`src/rtl/phase_arb_pkg.sv`:
```
// Shared types and default sizing for the phase step arbiter.
package phase_arb_pkg;

    typedef enum logic {IDLE, GRANT} arb_state_t;

    localparam int DEF_NREQ      = 4;
    localparam int DEF_NPHASE    = 7;
    localparam int DEF_MAX_BURST = 4;

endpackage

```
`src/rtl/rr_pick.sv`:
```
// Combinational round-robin picker: first asserted request after `last`, wrapping.
module rr_pick #(
    parameter  int NREQ = 4,
    localparam int IW   = (NREQ > 1) ? $clog2(NREQ) : 1
) (
    input  logic [NREQ-1:0] req,
    input  logic [IW-1:0]   last,
    output logic [NREQ-1:0] pick,
    output logic [IW-1:0]   idx
);

    // rot_req[k] is the request (k+1) positions after last
    logic [NREQ-1:0] rot_req;
    logic [IW-1:0]   rot_idx [NREQ];

    for (genvar gi = 0; gi < NREQ; gi++) begin : g_rot
        assign rot_idx[gi] = IW'((int'(last) + 1 + gi) % NREQ);
        assign rot_req[gi] = req[rot_idx[gi]];
    end

    always_comb begin
        pick = '0;
        idx  = '0;
        for (int k = NREQ - 1; k >= 0; k--) begin
            if (rot_req[k]) begin
                pick          = '0;
                pick[rot_idx[k]] = 1'b1;
                idx           = rot_idx[k];
            end
        end
    end

endmodule

```
`src/rtl/phase_step_arbiter.sv`:
```
// Round-robin owner arbitration in front of a shared NPHASE ring step counter.
// Optional macro STEP_ERR_EN adds a sticky step_err output for steps from non-owners.
module phase_step_arbiter
    import phase_arb_pkg::*;
#(
    parameter  int NREQ      = DEF_NREQ,
    parameter  int NPHASE    = DEF_NPHASE,
    parameter  int MAX_BURST = DEF_MAX_BURST,
    localparam int IW        = (NREQ > 1) ? $clog2(NREQ) : 1,
    localparam int PW        = $clog2(NPHASE),
    localparam int BW        = $clog2(MAX_BURST + 1)
) (
    input  logic            clk,
    input  logic            rst,
    input  logic [NREQ-1:0] req,
    input  logic [NREQ-1:0] step,
    output logic [NREQ-1:0] gnt,
    output logic [PW-1:0]   phase,
    output logic            boundary,
    output logic            wrap,
`ifdef STEP_ERR_EN
    output logic            step_err,
`endif
    output logic            busy
);

    arb_state_t      state_reg, state_next;
    logic [NREQ-1:0] gnt_reg, gnt_next;
    logic [IW-1:0]   owner_reg, owner_next;
    logic [IW-1:0]   last_reg, last_next;
    logic [BW-1:0]   burst_reg, burst_next;
    logic [PW-1:0]   phase_reg, phase_next;
    logic            wrap_reg, wrap_next;

    logic [NREQ-1:0] pick_onehot;
    logic [IW-1:0]   pick_idx;
    logic            own_step;
    logic            at_last_phase;

    rr_pick #(.NREQ(NREQ)) u_pick (
        .req  (req),
        .last (last_reg),
        .pick (pick_onehot),
        .idx  (pick_idx)
    );

    assign own_step      = step[owner_reg];
    assign at_last_phase = (phase_reg == PW'(NPHASE - 1));

    always_comb begin
        state_next = state_reg;
        gnt_next   = gnt_reg;
        owner_next = owner_reg;
        last_next  = last_reg;
        burst_next = burst_reg;
        phase_next = phase_reg;
        wrap_next  = 1'b0;
        case (state_reg)
            IDLE: begin
                if (|req) begin
                    state_next = GRANT;
                    gnt_next   = pick_onehot;
                    owner_next = pick_idx;
                    last_next  = pick_idx;
                    burst_next = '0;
                end
            end
            GRANT: begin
                if (own_step) begin
                    phase_next = at_last_phase ? '0 : phase_reg + 1'b1;
                    wrap_next  = at_last_phase;
                    burst_next = burst_reg + 1'b1;
                end
                // A releasing step still lands; the idle cycle that follows forces a grant gap
                if (!req[owner_reg] || (own_step && burst_reg == BW'(MAX_BURST - 1))) begin
                    state_next = IDLE;
                    gnt_next   = '0;
                end
            end
            default: begin
                state_next = IDLE;
                gnt_next   = '0;
            end
        endcase
    end

    always_ff @(posedge clk) begin
        if (!rst) begin
            state_reg <= IDLE;
            gnt_reg   <= '0;
            owner_reg <= '0;
            last_reg  <= IW'(NREQ - 1);
            burst_reg <= '0;
            phase_reg <= '0;
            wrap_reg  <= 1'b0;
        end else begin
            state_reg <= state_next;
            gnt_reg   <= gnt_next;
            owner_reg <= owner_next;
            last_reg  <= last_next;
            burst_reg <= burst_next;
            phase_reg <= phase_next;
            wrap_reg  <= wrap_next;
        end
    end

`ifdef STEP_ERR_EN
    logic step_err_reg;

    // gnt_reg is zero in IDLE, so every step there counts as illegal
    always_ff @(posedge clk) begin
        if (!rst) begin
            step_err_reg <= 1'b0;
        end else if (|(step & ~gnt_reg)) begin
            step_err_reg <= 1'b1;
        end
    end

    assign step_err = step_err_reg;
`endif

    assign gnt      = gnt_reg;
    assign phase    = phase_reg;
    assign wrap     = wrap_reg;
    assign busy     = (state_reg == GRANT);
    assign boundary = (phase_reg == '0) || at_last_phase;

endmodule

```
`config.mk`:
```
export PLATFORM = sky130hd
export DESIGN_NAME = phase_step_arbiter
export DESIGN_NICKNAME = d
export VERILOG_FILES = /design/src/rtl/phase_arb_pkg.sv /design/src/rtl/rr_pick.sv /design/src/rtl/phase_step_arbiter.sv
export SDC_FILE = /design/constraint.sdc
export NUM_CORES = 1
export LEC_CHECK = 0
export BUFFER_PORTS_ARGS = -buffer_cell sky130_fd_sc_hd__buf_2
export CAP_MARGIN = 20
export CORE_UTILIZATION = 50
export CTS_CLUSTER_DIAMETER = 150
export DETAILED_ROUTE_END_ITERATION = 6
export GPL_TIMING_DRIVEN = 0
export PLACE_DENSITY_LB_ADDON = 0.25
export SLEW_MARGIN = 0
export SYNTH_ARGS = -nofsm -noshare
export SYNTH_HDL_FRONTEND = slang
export SYNTH_HIERARCHICAL = 1
export SYNTH_SLANG_ARGS = --single-unit
```
`constraint.sdc`:
```
create_clock -name clk -period 3.9 [get_ports clk]
set_clock_uncertainty 0.05 [all_clocks]
set_input_delay 0 -clock clk [delete_from_list [all_inputs] [get_ports clk]]
set_output_delay 0 -clock clk [all_outputs]
set_load 0.02 [all_outputs]
```
==> impl_metrics.env, run 1 <==
export IMPL_status="finished clean"
export IMPL_rsz0062_at_grt="no"
export IMPL_netlist_top_cells_count="nand2_1 (19), dfxtp_1 (16), nor2_1 (10)"
export IMPL_seqCellArea_um2=320
export IMPL_avgViaCountPerCell=6.03
export IMPL_async_reset_ff_share_pct=0
export IMPL_dr_total_vias=1249
export IMPL_ioPinCount=20
export IMPL_seq_area_frac_synth_pct=24.4
export IMPL_drtPass1Iterations=4
export IMPL_worstSetupStartpointType="register"
export IMPL_dieArea_um2=2840
export IMPL_largest_reg_flops=4
export IMPL_antenna_found_initial=0
export IMPL_drc=0
export IMPL_portBuffers=18
export IMPL_total_power_uw=688
export IMPL_syn_inst=155
export IMPL_slew_headroom_pct=54.4
export IMPL_grt_total_usage_pct=23.1
export IMPL_final_setup_tns_ps=0
export IMPL_clk_path_buf_depth=2
export IMPL_syn_area_per_cell_um2=8.48
export IMPL_holdBufCountCts=0
export IMPL_core_um2=2480
export IMPL_multi_input_area_um2=912
export IMPL_final_hold_viol_count=0
export IMPL_root_buffer="clkbuf_4"
export IMPL_synth_net_count=174
export IMPL_path_clk_slew_ps=100
export IMPL_synth_top_area_share_pct=24.4
export IMPL_cts_resized=0
export IMPL_ys_flop_type="dfxtp_1"
export IMPL_max_freq_ghz=0.304
export IMPL_finalCritPeriodShare_pct=84.5
export IMPL_grt_overflow=0
export IMPL_grt_first_pass_wirelength_um=4770
export IMPL_synth_edff_count=0
export IMPL_synth_distinct_cells=46
export IMPL_final_core_util_pct=59.6
export IMPL_min_path_type="in -> reg"
export IMPL_die_width_um=53.3
export IMPL_post_dp_hpwl_um=2190
export IMPL_cp_required_ps=4050
export IMPL_power_density_nw_per_um2=466
export IMPL_grt_pass1_vias=1102
export IMPL_cp_max_fo=10
export IMPL_p_leak_nw=0.584
export IMPL_synth_area_leaders="dfxtp_1 (24%), ha_1 (8.6%), nand2_1 (5.4%), mux2i_1 (5.3%), mux2_2 (4.3%)"
export IMPL_row_count=18
export IMPL_clkSinkCount=16
export IMPL_clk_latency_ps=290
export IMPL_cts_setup_buffers=0
export IMPL_crit_slowest_cell="dfxtp_1"
export IMPL_yosysMostFrequentCell="nand2_1"
export IMPL_drive_gt1_share_pct=24.3
export IMPL_drt_wl_total_um=3030
export IMPL_fillers=248
export IMPL_cp_top_family="multiplexers"
export IMPL_critPathArrivalTime_ps=3440
export IMPL_finish_net_count=197
export IMPL_ant_nets=0
export IMPL_h_tree_depth=1
export IMPL_ys_ff_latch=16
export IMPL_grt_max_degree=12
export IMPL_die_y_um=53.3
export IMPL_synth_warnings=6
export IMPL_post_drt_wl_per_cell_um=14.6
export IMPL_syn_area_um2=1310
export IMPL_slew_viol_final=0
export IMPL_crit_chain="buf_6 -> clkinv_1 -> ha_1 -> buf_2 -> mux2_2 -> mux2i_1 -> nor2_1 -> a41oi_1 -> a21oi_1 -> a311oi_1"
export IMPL_crit_buf_inv=3
export IMPL_start_util_pct=53.0
export IMPL_cts_tree="built"
export IMPL_peakVddDrop_mv=0.378
export IMPL_path_class="reg -> reg"
export IMPL_area_growth_pct=12.5
export IMPL_cts_buffers=3
export IMPL_synth_largest_area_cell="dfxtp_1"
export IMPL_gp_congestion=0.887
export IMPL_finalSetupViolations=0
export IMPL_antennaDiodeCount=0
export IMPL_maxCapViolCount=0
export IMPL_tightest_slew_ps=673
export IMPL_drt_iter0_drc=51
export IMPL_end_kind="register"
export IMPL_min_period_ps=3290
export IMPL_max_stage_delay_ps=520
-- cells by family after synthesis --
logic type	share of synthesized area (%)
and+or+nand+nor	22.7
AOI/OAI and AO/OA	22.4
muxes	15.1
DFF	24.4
buffers and inverters	6.19
adders and majority gates	8.57
xor gates and xnor gates	0.667
-- area by class of cell --
class / count / share of cell area, %
Tap cell: 30 / 2.54
Multi-Input combinational cell: 124 / 61.7
Buffer: 8 / 3.73
Clock buffer: 4 / 2.46
Sequential cell: 16 / 21.7
Timing Repair Buffer: 18 / 6.10
Inverter: 7 / 1.78
-- cell usage in the layout (no fill, tap or decap), types with 2 or more instances in the layout --
cell type | Yosys | final
nor3_1 | 2 | 2
o31ai_1 | 4 | 4
mux2_2 | 5 | 5
a21oi_1 | 8 | 8
a211o_1 | 2 | 2
clkbuf_1 | 3 | 3
clkbuf_4 | 0 | 3
nor2_1 | 10 | 10
a31oi_1 | 4 | 4
ha_1 | 9 | 9
mux2i_2 | 2 | 2
mux2i_1 | 7 | 7
nand2b_1 | 2 | 2
o21ai_0 | 4 | 4
mux4_2 | 2 | 2
buf_6 | 3 | 3
o211ai_1 | 6 | 6
a21oi_2 | 2 | 2
nand3b_1 | 2 | 2
nand3_1 | 7 | 7
inv_1 | 6 | 6
buf_2 | 2 | 20
nand4_1 | 3 | 3
a311oi_1 | 4 | 4
nand2_1 | 19 | 19
dfxtp_1 | 16 | 16
-- report_power, final --
part,total [mW],switching [mW],internal [mW]
combinational,0.369,0.220,0.149
sequential,0.208,0.0234,0.184
clock,0.112,0.0549,0.0569
total,0.688,0.298,0.390
-- layer usage --
| layer | wire [µm] | GRT usage, % |
|---|---|---|
| met1 | 1410 | 29.7 |
| met2 | 1440 | 37.7 |
| met3 | 163 | 6.32 |
| met4 | 4 | 5.70 |
| met5 | 0 | 0 |
-- through the flow --
stage	worst slack, ps	hold slack (ps)	instances	instance area (µm²)
global route	302	49.5	207	1480
global placement	729	304	203	1440
CTS	632	20.6	207	1480
floorplan	1210	233	155	1310
finish	606	33.5	207	1480
detailed placement	653	327	203	1440
-- worst paths after layout --
| kind | cells past startpoint | slack [ps] | to | startpoint |
|---|---|---|---|---|
| setup / recovery | 10 | 610 | gnt[1] | last_reg[0] |
| hold / removal | 2 | 30 | last_reg[0] | rst |
| setup reg to reg | 10 | 610 | gnt[1] | last_reg[0] |
| hold reg to reg | 2 | 430 | burst_reg[2] | burst_reg[2] |
Note: power is estimated with default switching activity, not from simulation.
==> run 2: changes to the inputs <==
==> constraint.sdc (replaced) <==
create_clock -name clk -period 2.78 [get_ports clk]
set_clock_uncertainty 0.05 [all_clocks]
set_input_delay 0 -clock clk [delete_from_list [all_inputs] [get_ports clk]]
set_output_delay 0 -clock clk [all_outputs]
set_load 0.02 [all_outputs]
==> run 2 against run 1 <==
Effect of this change:
- global-route usage is 0.54 points higher
- critical endpoint is now gnt[0]
- die area did not move
- final cell count rose by 1.4%
- routed wire length grew 3.4%
- largest power group unchanged
==> impl_metrics.env, run 2 (synthesis gave the netlist of run 1 again) <==
export IMPL_status="finished clean"
export IMPL_grt_first_pass_wirelength_um=4880
export IMPL_core_um2=2480
export IMPL_peakVddDrop_mv=0.540
export IMPL_finalCritPeriodShare_pct=94.6
export IMPL_grt_pass1_vias=1138
export IMPL_largest_reg_flops=4
export IMPL_gp_congestion=0.887
export IMPL_antenna_found_initial=0
export IMPL_total_power_mw=1.03
export IMPL_cts_tree="built"
export IMPL_grt_overflow=0
export IMPL_swShare_pct=43.2
export IMPL_final_hold_viol_count=0
export IMPL_drt_iter0_drc=43
export IMPL_crit_buf_inv=3
export IMPL_clkSinkCount=16
export IMPL_die_y_um=53.3
export IMPL_min_path_type="in -> reg"
export IMPL_hold_depth=2
export IMPL_antennaDiodeCount=0
export IMPL_clk_latency_ps=290
export IMPL_critPathArrivalTime_ps=2790
export IMPL_die_width_um=53.3
export IMPL_row_count=18
export IMPL_max_stage_delay_ps=380
export IMPL_rr_worst_depth=10
export IMPL_portBuffers=18
export IMPL_dr_total_vias=1284
export IMPL_grt_max_degree=12
export IMPL_holdBufCountCts=0
export IMPL_reg2reg_from="last_reg[0]"
export IMPL_dieArea_um2=2840
export IMPL_finish_net_count=200
export IMPL_cts_buffers=3
export IMPL_slew_headroom_pct=50.3
export IMPL_ioPinCount=20
export IMPL_tightest_slew_ps=734
export IMPL_cp_max_fo=10
export IMPL_drt_wl_total_um=3130
export IMPL_path_class="reg -> reg"
export IMPL_worst_path_stages=10
export IMPL_finalSetupViolations=0
export IMPL_crit_chain="buf_8 -> clkinv_4 -> ha_1 -> clkbuf_4 -> mux4_2 -> nor4_2 -> o21ai_1 -> a31oi_1 -> nand2_1 -> a311oi_2"
export IMPL_post_drt_wl_per_cell_um=14.9
export IMPL_worstSetupStartpointType="register"
export IMPL_p_int_uw=586
export IMPL_pwr_share_clk_pct=15.3
export IMPL_drive_gt1_share_pct=28.9
export IMPL_hp_start="rst"
export IMPL_rsz0062_at_grt="no"
export IMPL_start_util_pct=53.0
export IMPL_maxCapViolCount=0
export IMPL_area_growth_pct=18.2
export IMPL_power_frac_comb_pct=56.8
export IMPL_path_clk_slew_ps=100
export IMPL_power_density_nw_per_um2=665
export IMPL_max_freq_ghz=0.380
export IMPL_cp_startpoint="last_reg[0]"
export IMPL_drc=0
export IMPL_final_cell_mix="nand2_1 (19), buf_2 (19), dfxtp_1 (15)"
export IMPL_cp_top_family="compound AO/OA/AOI/OAI gates"
export IMPL_placed_cell_area_um2=1440
export IMPL_h_tree_depth=1
export IMPL_clk_path_buf_depth=2
export IMPL_cp_required_ps=2930
export IMPL_power_frac_seq_pct=28.0
export IMPL_min_period_ps=2630
export IMPL_avgViaCountPerCell=6.11
export IMPL_root_buffer="clkbuf_4"
export IMPL_end_kind="register"
export IMPL_post_dp_hpwl_um=2190
export IMPL_p_leak_nw=0.613
export IMPL_grt_total_usage_pct=23.7
export IMPL_drtPass1Iterations=4
export IMPL_crit_slowest_cell="mux4_2"
export IMPL_ant_nets=0
export IMPL_holdWs_ps=29.0
export IMPL_finalInstanceArea_um2=1550
export IMPL_slew_viol_final=0
export IMPL_power_net_switching_uw=446
-- run 2: repair_timing --
action	in CTS	in global routing
gates cloned	0	0
buffers inserted	2	1
pin swaps	1	3
endpoints found under the setup margin	4	2
gates resized for setup	8	4
-- run 2: final cells by class --
type | count | area, µm²
Clock buffer | 4 | 36.3
Sequential cell | 16 | 324
Timing Repair Buffer | 21 | 113
Inverter | 7 | 31.3
Tap cell | 30 | 37.5
Buffer | 8 | 61.3
Multi-Input combinational cell | 124 | 950
Fill cell | 236 | 925
-- run 2: path summary, 6_finish.rpt --
path                  endpoint  slack, ps
setup / recovery        gnt[0]        150
hold / removal     last_reg[0]         30
setup reg to reg        gnt[0]        150
hold reg to reg   burst_reg[2]        430
-- run 2: worst register-to-register path, stage by stage (launching register included) --
cell	delay, ps
dfxtp_4	370
buf_8	140
clkinv_4	110
ha_1	290
clkbuf_4	190
mux4_2	380
nor4_2	280
o21ai_1	100
a31oi_1	250
nand2_1	110
a311oi_2	290
-- run 2: power by group through the flow --
stage / combinational (mW) / sequential, mW / clock [mW]
final: 0.586 / 0.289 / 0.158
after global routing: 0.635 / 0.292 / 0.169
after CTS: 0.553 / 0.293 / 0.160
after detailed placement: 0.508 / 0.296 / 0
after global placement: 0.491 / 0.293 / 0
after floorplan: 0.385 / 0.306 / 0
-- run 2: layer usage --
| metal | global-route usage [%] | wire [µm] |
|---|---|---|
| met1 | 29.0 | 1410 |
| met5 | 0 | 0 |
| met2 | 40.2 | 1530 |
| met3 | 6.61 | 162 |
| met4 | 5.70 | 19 |
-- run 2: stage by stage --
| step | instances | TNS, ps | setup slack [ps] | util (%) |
|---|---|---|---|---|
| floorplan | 155 | 0 | 91.1 | - |
| global placement | 203 | -1390 | -391 | 58.2 |
| detailed placement | 203 | -1650 | -467 | 58.2 |
| CTS | 209 | 0 | 80.8 | 61.8 |
| global route | 210 | 0 | 14.2 | 62.7 |
| finish | 210 | 0 | 149 | 62.7 |
